File: config.mk
export PLATFORM = sky130hd
export DESIGN_NAME = div_sequencer_flat
export DESIGN_NICKNAME = d
export VERILOG_FILES = /design/src/rtl/div_sequencer_if.sv /design/src/rtl/div_sequencer.sv /design/src/flat_wrapper.sv
export SDC_FILE = /design/constraint.sdc
export NUM_CORES = 1
export LEC_CHECK = 0
export CAP_MARGIN = 30
export CORE_MARGIN = 4
export CORE_UTILIZATION = 60
export DETAILED_ROUTE_END_ITERATION = 10
export PLACE_DENSITY = 0.88
export SLEW_MARGIN = 20
export SYNTH_ARGS = -nofsm -noshare
export SYNTH_HDL_FRONTEND = slang
export SYNTH_SLANG_ARGS = --single-unit
File: constraint.sdc
create_clock -name clk_i -period 19.7 [get_ports clk_i]
set_clock_uncertainty 0.15 [all_clocks]
set_input_delay 4.925 -clock clk_i [delete_from_list [all_inputs] [get_ports clk_i]]
set_output_delay 4.925 -clock clk_i [all_outputs]
set_load 0.1 [all_outputs]
File: src/rtl/div_sequencer_if.sv
// Handshake and data bundle between the execute stage and the divide sequencer.
// The master side is the decode/control path; the slave side is the sequencer.
interface div_sequencer_if #(
    parameter int XLEN = 64
);
    logic            start_i;
    logic [1:0]      op_i;
    logic            word_i;
    logic [XLEN-1:0] a_i;
    logic [XLEN-1:0] b_i;
    logic            flush_i;
    logic            stall_o;
    logic            busy_o;
    logic            done_o;
    logic [XLEN-1:0] result_o;

    modport master (
        output start_i, op_i, word_i, a_i, b_i, flush_i,
        input  stall_o, busy_o, done_o, result_o
    );

    modport slave (
        input  start_i, op_i, word_i, a_i, b_i, flush_i,
        output stall_o, busy_o, done_o, result_o
    );
endinterface

File: src/rtl/div_sequencer.sv
// Multi-cycle radix-2 restoring divider for DIV/DIVU/REM/REMU and their W forms.
// One quotient bit per cycle; the pipeline is stalled until the result is ready.
//
//   state  | meaning
//   -------+-----------------------------------------------------------------
//   S_IDLE | waiting for an op; latches operands on start_i & ~flush_i
//   S_CALC | one restoring iteration per cycle, counter runs N..1
//   S_FIN  | sign fix and quotient/remainder select, registers result_o
module div_sequencer #(
    parameter int XLEN = 64
) (
    input  logic          clk_i,
    input  logic          arst_i,
    div_sequencer_if.slave bus
);
    localparam int CW = $clog2(XLEN) + 1;

    typedef enum logic [1:0] {
        S_IDLE = 2'd0,
        S_CALC = 2'd1,
        S_FIN  = 2'd2
    } state_t;

    state_t          state_q;
    logic [CW-1:0]   cnt_q;
    logic [XLEN-1:0] rem_q;
    logic [XLEN-1:0] quo_q;
    logic [XLEN-1:0] dsr_q;
    logic            is_rem_q;
    logic            word_q;
    logic            neg_quo_q;
    logic            neg_rem_q;
    logic            done_q;
    logic [XLEN-1:0] result_q;

    logic            signed_op;
    logic [XLEN-1:0] a_ext;
    logic [XLEN-1:0] b_ext;
    logic [XLEN-1:0] a_min;
    logic            a_neg;
    logic            b_neg;
    logic [XLEN-1:0] a_mag;
    logic [XLEN-1:0] b_mag;
    logic [XLEN-1:0] a_align;
    logic            b_zero;
    logic            ovf;
    logic [CW-1:0]   n_init;

    logic [XLEN:0]   trial;
    logic            qbit;
    logic [XLEN-1:0] rem_d;
    logic [XLEN-1:0] quo_d;

    logic [XLEN-1:0] quo_fix;
    logic [XLEN-1:0] rem_fix;
    logic [XLEN-1:0] sel;
    logic [XLEN-1:0] result_d;

    // Issue-cycle operand conditioning: effective-width extension, magnitudes, special cases
    always_comb begin
        signed_op = ~bus.op_i[0];
        if (bus.word_i) begin
            a_ext  = signed_op ? {{(XLEN-32){bus.a_i[31]}}, bus.a_i[31:0]}
                               : {{(XLEN-32){1'b0}}, bus.a_i[31:0]};
            b_ext  = signed_op ? {{(XLEN-32){bus.b_i[31]}}, bus.b_i[31:0]}
                               : {{(XLEN-32){1'b0}}, bus.b_i[31:0]};
            a_min  = {{(XLEN-31){1'b1}}, {31{1'b0}}};
            n_init = CW'(32);
        end else begin
            a_ext  = bus.a_i;
            b_ext  = bus.b_i;
            a_min  = {1'b1, {(XLEN-1){1'b0}}};
            n_init = CW'(XLEN);
        end
        a_neg   = signed_op & a_ext[XLEN-1];
        b_neg   = signed_op & b_ext[XLEN-1];
        a_mag   = a_neg ? -a_ext : a_ext;
        b_mag   = b_neg ? -b_ext : b_ext;
        b_zero  = (b_ext == '0);
        ovf     = signed_op & (a_ext == a_min) & (&b_ext);
        // W dividends are left-aligned so the 32 iterations consume the meaningful bits first
        a_align = bus.word_i ? (a_mag << 32) : a_mag;
    end

    // One restoring step: shift the next dividend bit in and try subtracting the divisor
    always_comb begin
        trial = {rem_q, quo_q[XLEN-1]} - {1'b0, dsr_q};
        qbit  = ~trial[XLEN];
        rem_d = qbit ? trial[XLEN-1:0] : {rem_q[XLEN-2:0], quo_q[XLEN-1]};
        quo_d = {quo_q[XLEN-2:0], qbit};
    end

    // Final sign correction, quotient/remainder select and W-result sign extension
    always_comb begin
        quo_fix  = neg_quo_q ? -quo_q : quo_q;
        rem_fix  = neg_rem_q ? -rem_q : rem_q;
        sel      = is_rem_q ? rem_fix : quo_fix;
        result_d = word_q ? {{(XLEN-32){sel[31]}}, sel[31:0]} : sel;
    end

    // Sequencer FSM with its counter, datapath registers and registered outputs
    always_ff @(posedge clk_i or posedge arst_i) begin
        if (arst_i) begin
            state_q   <= S_IDLE;
            cnt_q     <= '0;
            rem_q     <= '0;
            quo_q     <= '0;
            dsr_q     <= '0;
            is_rem_q  <= 1'b0;
            word_q    <= 1'b0;
            neg_quo_q <= 1'b0;
            neg_rem_q <= 1'b0;
            done_q    <= 1'b0;
            result_q  <= '0;
        end else begin
            done_q <= 1'b0;
            case (state_q)
                S_IDLE: begin
                    // start_i is still high in the done cycle for the op just finished
                    if (bus.start_i && !bus.flush_i && !done_q) begin
                        is_rem_q <= bus.op_i[1];
                        word_q   <= bus.word_i;
                        dsr_q    <= b_mag;
                        if (b_zero) begin
                            quo_q     <= '1;
                            rem_q     <= a_ext;
                            neg_quo_q <= 1'b0;
                            neg_rem_q <= 1'b0;
                            state_q   <= S_FIN;
                        end else if (ovf) begin
                            quo_q     <= a_ext;
                            rem_q     <= '0;
                            neg_quo_q <= 1'b0;
                            neg_rem_q <= 1'b0;
                            state_q   <= S_FIN;
                        end else begin
                            quo_q     <= a_align;
                            rem_q     <= '0;
                            neg_quo_q <= a_neg ^ b_neg;
                            neg_rem_q <= a_neg;
                            cnt_q     <= n_init;
                            state_q   <= S_CALC;
                        end
                    end
                end
                S_CALC: begin
                    if (bus.flush_i) begin
                        state_q <= S_IDLE;
                    end else begin
                        rem_q <= rem_d;
                        quo_q <= quo_d;
                        cnt_q <= cnt_q - CW'(1);
                        if (cnt_q == CW'(1)) begin
                            state_q <= S_FIN;
                        end
                    end
                end
                S_FIN: begin
                    if (!bus.flush_i) begin
                        result_q <= result_d;
                        done_q   <= 1'b1;
                    end
                    state_q <= S_IDLE;
                end
                default: state_q <= S_IDLE;
            endcase
        end
    end

    assign bus.busy_o   = (state_q != S_IDLE);
    assign bus.done_o   = done_q;
    assign bus.result_o = result_q;
    // Released in the done cycle so the pipeline advances; forced low while in reset
    assign bus.stall_o  = ~arst_i & ~done_q &
                          ((bus.start_i & ~bus.flush_i & (state_q == S_IDLE)) |
                           (state_q == S_CALC) | (state_q == S_FIN));
endmodule
File: src/flat_wrapper.sv
// flat-port wrapper written by rule: the top's interface ports become plain ports
module div_sequencer_flat 
#(
    parameter int XLEN = 64
)
  (clk_i, arst_i, bus_start_i, bus_op_i, bus_word_i, bus_a_i, bus_b_i, bus_flush_i, bus_stall_o, bus_busy_o, bus_done_o, bus_result_o);
  div_sequencer_if #(.XLEN(XLEN)) bus_i ();
  input  logic clk_i;
  input  logic arst_i;
  input wire logic [$bits(bus_i.start_i)-1:0] bus_start_i;
  input wire logic [$bits(bus_i.op_i)-1:0] bus_op_i;
  input wire logic [$bits(bus_i.word_i)-1:0] bus_word_i;
  input wire logic [$bits(bus_i.a_i)-1:0] bus_a_i;
  input wire logic [$bits(bus_i.b_i)-1:0] bus_b_i;
  input wire logic [$bits(bus_i.flush_i)-1:0] bus_flush_i;
  output wire logic [$bits(bus_i.stall_o)-1:0] bus_stall_o;
  output wire logic [$bits(bus_i.busy_o)-1:0] bus_busy_o;
  output wire logic [$bits(bus_i.done_o)-1:0] bus_done_o;
  output wire logic [$bits(bus_i.result_o)-1:0] bus_result_o;
  assign bus_i.start_i = bus_start_i;
  assign bus_i.op_i = bus_op_i;
  assign bus_i.word_i = bus_word_i;
  assign bus_i.a_i = bus_a_i;
  assign bus_i.b_i = bus_b_i;
  assign bus_i.flush_i = bus_flush_i;
  assign bus_stall_o = bus_i.stall_o;
  assign bus_busy_o = bus_i.busy_o;
  assign bus_done_o = bus_i.done_o;
  assign bus_result_o = bus_i.result_o;
  div_sequencer #(.XLEN(XLEN)) u_core (.clk_i(clk_i), .arst_i(arst_i), .bus(bus_i));
endmodule
Word-level counts from Yosys, hierarchy flattened. Index checks and enable logic that the tools add are counted.

$add $sub $neg: 6. Equal/unequal tests: 9. Mux-type cells: 40. Bitwise operators: 16. Reduce and logical (&&, ||, !) cells: 14.

Operators with widths (number): $mux 64 (19); $neg 64->64 (4); $pmux 64 s2 (2); $sub 65x64->65 (1); $eq 64x64->1 (1); $logic_not 64->1 (1); $reduce_and 64->1 (1); $mux 63 (1); $mux 7 (5); $pmux 7 s2 (1); $mux 2 (5); $and 1x1->1 (8); $eq 7x1->1 const B (1); $sub 7x1->7 const B (1); $mux 1 (6); $ne 2x2->1 const B (3); $reduce_and 2->1 (3); $not 1->1 (5); $reduce_and 5->1 (1); $pmux 2 s2 (1); $reduce_bool 2->1 (2); $ne 3x2->1 const B (1); $reduce_and 3->1 (1); $eq 2x1->1 const B (1); 7 further kinds (10).

Bits in registers: 270. Output and inout port bits: 67. Word-level logic and storage cells: 96.

Depth between registers and ports, before layout. Gate-level depths: netlist (run 1).

Depth in word-level cells: 9. Gate-level depth with buffers: 14. Depth with buffers taken out: 13.

Least setup slack after synthesis (run 1). Ideal clock, no wire load.

Kind: input to output. Start point: in bus_flush_i. End point: out bus_stall_o. Data arrival time: 9941 ps. Required time: 14625 ps. Setup slack: 4684 ps. Stages on the path: 4. Path through: clkbuf_1 inv_1 a21oi_1 a2111oi_0.

Cells in the longest elaborated chain, start to end: 6.

RTL lines: start, declared (line flat_wrapper.sv:15) `input wire logic [$bits(bus_i.flush_i)-1:0] bus_flush_i;`; $not 1->1 (line div_sequencer.sv:175) `((bus.start_i & ~bus.flush_i & (state_q == S_IDLE)) |`; $and 1x1->1 (2 in a row) (line div_sequencer.sv:175); $or 1x1->1 (line div_sequencer.sv:175); $or 1x1->1 (line div_sequencer.sv:176) `(state_q == S_CALC) | (state_q == S_FIN));`; $and 1x1->1 (line div_sequencer.sv:174) `assign bus.stall_o = ~arst_i & ~done_q &`; end, declared (line flat_wrapper.sv:16) `output wire logic [$bits(bus_i.stall_o)-1:0] bus_stall_o;`.

Every way passes these cells.

Worst setup path in the final report (run 1). Same ends and word-level chain as after synthesis.

==> summary.txt, run 1 <==
Mapped Cells = 3,145
Starting Density = 60.7%
Max FO, Critical Path = 22
Final layout net count = 3,411
R2r setup slk = 14.05 ns
Die area = 42,300 um2
Post-synthesis cell type count = 85
Drt first pass iters = 6
Tcrit/Tclk final = 63.0%
WL/cell = 22.8 um
First-pass GRT wire length = 132,000 um
Slew margin rel. = 30.8%
Syn_area_per_cell = 7.46 um2
Vias = 25,100
Diodes inserted = 0
Sequential Area = 6760 um2
Post-cts resize count = 0
Clock Sinks = 270
GPL Wtd Cong = 1.02
CP endpoint kind = output port
Hold Startpoint = u_core.bus.result_o[19]
CTS H-tree depth = 1
Total CTS buffers = 31
R2R depth = 14
DP Wirelength = 64,700 um
Ys Warns = 0
Fmax = 80.5 MHz
Hold endpoint = u_core.bus.result_o[19]
Die Y = 206 um
WP data required = 14.63 ns
Hold depth = 2
Fillers = 3,173
Multi-input gate area = 15,600 um2
LEAKAGE = 10.6 nW
Worst Setup SP = bus_flush_i
Final count of hold timing violations = 0
Post-synth top flop = dfrtp_1
# IOs = 202
Layout cells sized above 1 = 4.74%
Register bit total from synthesis = 270
Dpl cell area = 25,600 um2
Post-synth net total = 3,352
DRC = 0
Crit path kind = input port to output port
Clk slew on worst S/H paths = 0.06 ns
Highest Signal Layer = met5
Status = finished clean
Commonest non-fill, non-tap cell in the layout = nand2_1
Post-synthesis sequential area ratio = 28.8%
Worst-Skew Late Latency = 0.59 ns
CTS Hold Buffers Added = 0
Final critical-path required period = 12.42 ns
Final Util = 69.4%
Final wirelength = 85,500 um
Arr. time, crit path = 7.34 ns
Setup TNS = 0 ns
FF-to-FF Start = u_core.quo_q[63]
Most frequent cells in the layout = nand2_1, o21ai_0, a21oi_1
RSZ-0062 raised after global routing = no
Vias in the first global route = 23,900
Synth async-reset ratio = 100%
Max-cap violations = 0
EDFF count, synth = 0
Max IR drop VDD = 0.0734 mV
Startpoint type of the worst setup path = input port
Clock buffer depth = 3
FF-to-FF End = u_core.rem_q[26]
Post-CTS Repair Setup Buffers = 0
Initial DRC count = 3,453
Initial antenna violation count = 1
Clock Tree Root = clkbuf_16
CTS tree = built
Met2 routed WL = 37,000 um
Post-route cell area = 26,800 um2
Met1 Wirelength = 33,300 um
GRT overflow = 0
Core ar. = 38,600 um2
Tightest Hold Check Type = register to register
Largest net degree at the start of global routing = 130
DR WL met3 = 10,500 um
GRT Overall Usage = 39.1%
Final slew viol count = 0
Synth Cell Area = 23,500 um2
Setup violations, final = 0
P per Cell Area = 157 nW/um2
Routed vias/inst = 6.70
Site Rows = 72
ANT nets after route = 0
Worst Tran Pin Value = 1.03 ns
Port Buffers = 201
Die Wd = 206 um
Layout area overhead = 14.3%
==> synthesized netlist by cell type (all sizes together), types with 14 or more instances <==
cell type    n  area, um2
a31oi       50        313
or2         18        115
and2        15       93.8
o21bai      19        143
nand2      401       1510
xnor2      171       1500
nand2b      28        190
o21a        14        105
nor4        50        319
and3        15       93.8
o41ai       38        355
nor2       246        926
xor2       116       1020
nor3        85        430
o211ai      31        238
buf         30        135
o31ai       63        487
a211oi      14        105
clkbuf     177        664
inv        106        398
a21oi      320       1600
ha          71        888
a22oi       15        118
nor2b       15       93.8
or3         57        382
or4         29        230
nand4       42        263
dfrtp      270       6760
o22ai       40        250
a21o        38        285
o22a        16        140
o21ai      354       1770
mux2i       29        290
nand3       48        240
==> sequential cells by signal, indices dropped and copies added (netlist names) <==
register and flops:
u_core.rem_q 64, u_core.quo_q 64, u_core.state_q 2, u_core.dsr_q 64, u_core.bus.done_o 1, u_core.is_rem_q 1
u_core.word_q 1, u_core.cnt_q 7, u_core.bus.result_o 64, u_core.neg_rem_q 1, u_core.neg_quo_q 1
==> layout make-up <==
cell class                 count  area share [%]
clock buffer                  40            3.24
tap                          518            2.42
inverter                     107            1.53
timing repair buffer         233            8.70
sequential                   270            25.2
multi-input combinational   2561            58.0
clock inverter                17           0.877
==> power by group <==
group	internal, mW	switching, mW	total (mW)
sequential	0.733	0.342	1.07
combinational	0.924	1.59	2.52
clock	0.377	0.251	0.628
total	2.03	2.18	4.22
==> worst max-delay path: stages <==
cell and delay [ns]:
clkdlybuf4s50_1 0.40, buf_4 0.21, inv_1 0.16, a21oi_1 0.08, a2111oi_0 0.33, clkdlybuf4s50_1 1.22
==> cells by family (layout without fill, tap and decap cells) <==
logic type	after synthesis	after routing	synth area share, %
AOI/OAI and AO/OA	1095	1095	28.4
and+or+nand+nor	1075	1075	21.7
buffers and inverters	314	397	5.12
xor gates and xnor gates	287	287	10.7
DFF	270	270	28.8
adders and majority gates	72	72	3.87
muxes	32	32	1.38
==> worst max-delay path by stage <==
| stage | to | cells after the start | slack, ns |
|---|---|---|---|
| 2_1_floorplan | bus_stall_o | 4 | 4.68 |
| 3_3_place_gp | bus_stall_o | 6 | 7.32 |
| 3_5_place_dp | bus_stall_o | 6 | 7.33 |
| 4_1_cts | bus_stall_o | 6 | 7.30 |
| 5_1_grt | bus_stall_o | 6 | 7.24 |
| 6_report | bus_stall_o | 6 | 7.28 |
==> per-stage QoR <==
stage               setup slack (ns)  power (mW)  hold WS [ns]  cells
floorplan                       4.68        2.75         0.300   3145
global placement                7.32        3.40         0.310   3681
detailed placement              7.33        3.47         0.320   3684
CTS                             7.30        4.11         0.332   3741
global route                    7.24        4.46         0.360   3746
finish                          7.28        4.22         0.327   3746
==> routing by layer <==
layer  track usage [%]  vias up
li1                  -    11500
met5                 0        -
met1              54.0    11700
met4              18.3        2
met2              60.0     1605
met3              6.76      272
Power figures use the tool's default switching activity.
==> inputs of run 2 (changes only) <==
--- a/config.mk
+++ b/config.mk
@@ -7,9 +7,9 @@
 export LEC_CHECK = 0
 export CAP_MARGIN = 30
 export CORE_MARGIN = 4
-export CORE_UTILIZATION = 60
+export CORE_UTILIZATION = 54
 export DETAILED_ROUTE_END_ITERATION = 10
-export PLACE_DENSITY = 0.88
+export PLACE_DENSITY = 0.84
 export SLEW_MARGIN = 20
 export SYNTH_ARGS = -nofsm -noshare
 export SYNTH_HDL_FRONTEND = slang
==> constraint.sdc (replaced) <==
create_clock -name clk_i -period 11.4 [get_ports clk_i]
set_clock_uncertainty 0.15 [all_clocks]
set_input_delay 2.85 -clock clk_i [delete_from_list [all_inputs] [get_ports clk_i]]
set_output_delay 2.85 -clock clk_i [all_outputs]
set_load 0.1 [all_outputs]
==> summary.txt, run 2 (synthesis gave the netlist of run 1 again) <==
Status = finished clean
Combinational Power Share = 59.7% (about the same)
WP data required = 8.40 ns (-6.23 ns)
Clock Sinks = 270 (unchanged)
CTS H-tree depth = 1 (unchanged)
Setup TNS = 0 ns (unchanged)
CTS Hold Buffers Added = 0 (unchanged)
Die Wd = 216 um (+5.2%)
Slew margin rel. = 32.6% (+1.8 points)
Flop pwr share = 25.7% (+0.2 points)
Port Buffers = 201 (unchanged)
CTS tree = built
Final critical-path required period = 8.67 ns
Max-cap violations = 0 (unchanged)
ANT nets after route = 0 (unchanged)
First-pass GRT wire length = 133,000 um (+0.39%)
Final count of hold timing violations = 0 (unchanged)
Vias = 24,800 (-0.98%)
Tcrit/Tclk final = 76.1%
Arr. time, crit path = 5.67 ns (-1.67 ns)
Post-CTS Repair Setup Buffers = 0 (unchanged)
Most frequent cells in the layout = nand2_1, o21ai_0, a21oi_1
Int Power = 3.51 mW (+73%)
Die area = 46,900 um2 (+11%)
Post-cts resize count = 0 (unchanged)
DP Wirelength = 66,100 um (+2.1%)
Initial DRC count = 2,932 (-15%)
Worst Setup SP = bus_flush_i
Clk slew on worst S/H paths = 0.06 ns (about the same)
Starting Density = 54.6% (-6.1 points)
Layout cells sized above 1 = 4.95% (+0.21 points)
RSZ-0062 raised after global routing = no
Initial antenna violation count = 2 (+1)
Layout area overhead = 15.1%
Worst Tran Pin Value = 1.01 ns (-0.0250 ns)
Sw Pwr = 3.77 mW (+73%)
WL/cell = 22.6 um (-1.0%)
# IOs = 202 (unchanged)
Fmax = 115 MHz
Total CTS buffers = 31 (unchanged)
Clock Tree Root = clkbuf_16
Final slew viol count = 0 (unchanged)
Core ar. = 43,000 um2 (+11%)
Max FO, Critical Path = 22 (unchanged)
Clock buffer depth = 3 (unchanged)
FF-to-FF Start = u_core.quo_q[63]
Pre-CTS setup slack = 2.81 ns (-4.52 ns)
Worst-Skew Late Latency = 0.60 ns (about the same)
GPL Wtd Cong = 0.998 (-2.5%)
Setup violations, final = 0 (unchanged)
Switching fraction of total power = 51.8% (about the same)
Die Y = 216 um (+5.2%)
Multi-input gate area = 15,600 um2 (about the same)
Diodes inserted = 0 (unchanged)
Max IR drop VDD = 0.133 mV (+81%)
Tightest Hold Check Type = register to register
Vias in the first global route = 23,600 (-1.2%)
Site Rows = 76 (+5.6%)
Clock power frac = 14.5% (-0.4 points)
DRC = 0 (unchanged)
CP endpoint kind = output port
Routed vias/inst = 6.50 (-2.9%)
Fillers = 3,906 (+23%)
Largest net degree at the start of global routing = 149 (+15%)
Hold Startpoint = u_core.dsr_q[39]
P per Cell Area = 270 nW/um2 (+71%)
Drt first pass iters = 6 (unchanged)
Crit path kind = input port to output port
Setup WS post-layout = 2.73 ns (-4.55 ns)
Final wirelength = 86,200 um (+0.91%)
GRT Overall Usage = 35.3% (-3.8 points)
Startpoint type of the worst setup path = input port
GRT overflow = 0 (unchanged)
Commonest non-fill, non-tap cell in the layout = nand2_1
Final layout net count = 3,418 (+0.21%)
Sequential Area = 6760 um2 (unchanged)
LEAKAGE = 10.6 nW (+0.47%)
-- run 2: final cells by class --
class | instances | share of cell area [%]
sequential | 270 | 25.0
tap | 585 | 2.71
multi-input combinational | 2561 | 57.6
clock buffer | 41 | 3.23
clock inverter | 16 | 0.723
inverter | 107 | 1.52
timing repair buffer | 240 | 9.16
-- run 2: path summary, 6_finish.rpt --
check / end / slack (ns) / cells after the start
max: bus_stall_o / 2.73 / 5
min: u_core.dsr_q[39] / 0.33 / 2
max reg2reg: u_core.rem_q[6] / 6.51 / 16
min reg2reg: u_core.dsr_q[39] / 0.33 / 2
max in group asynchronous: u_core.is_rem_q / 7.03 / 3
min in group asynchronous: u_core.rem_q[61] / 2.67 / 2
-- run 2: stage by stage --
stage	hold WS [ns]	utilization (%)	total power, mW	area [um2]	std cells
2_1_floorplan	0.300	-	4.76	23500	3145
3_3_place_gp	0.311	59.7	5.93	25700	3750
3_5_place_dp	0.322	60.2	6.06	25900	3759
4_1_cts	0.335	62.7	7.14	27000	3816
5_1_grt	0.349	62.8	7.72	27000	3820
6_report	0.329	62.8	7.28	27000	3820
-- run 2: critical path, cell delays in order --
cell and delay [ns]:
clkdlybuf4s50_1 0.85, inv_1 0.36, a21oi_1 0.09, a2111oi_0 0.29, clkdlybuf4s50_1 1.22
-- run 2: routing by layer --
metal / share of wire (%) / vias to the layer above / track usage (%)
met5: 0.015 / - / 0
met4: 5.2 / 2 / 16.2
met3: 11 / 248 / 6.51
met2: 44 / 1452 / 54.9
met1: 40 / 11600 / 48.1
li1: - / 11500 / -
-- run 2: power by group through the flow --
stage	clock, mW	sequential (mW)	combinational (mW)
3_3_place_gp	0	1.81	4.12
6_report	1.06	1.87	4.35
3_5_place_dp	0	1.84	4.22
4_1_cts	1.06	1.82	4.25
2_1_floorplan	0	1.93	2.83
5_1_grt	1.10	1.90	4.72
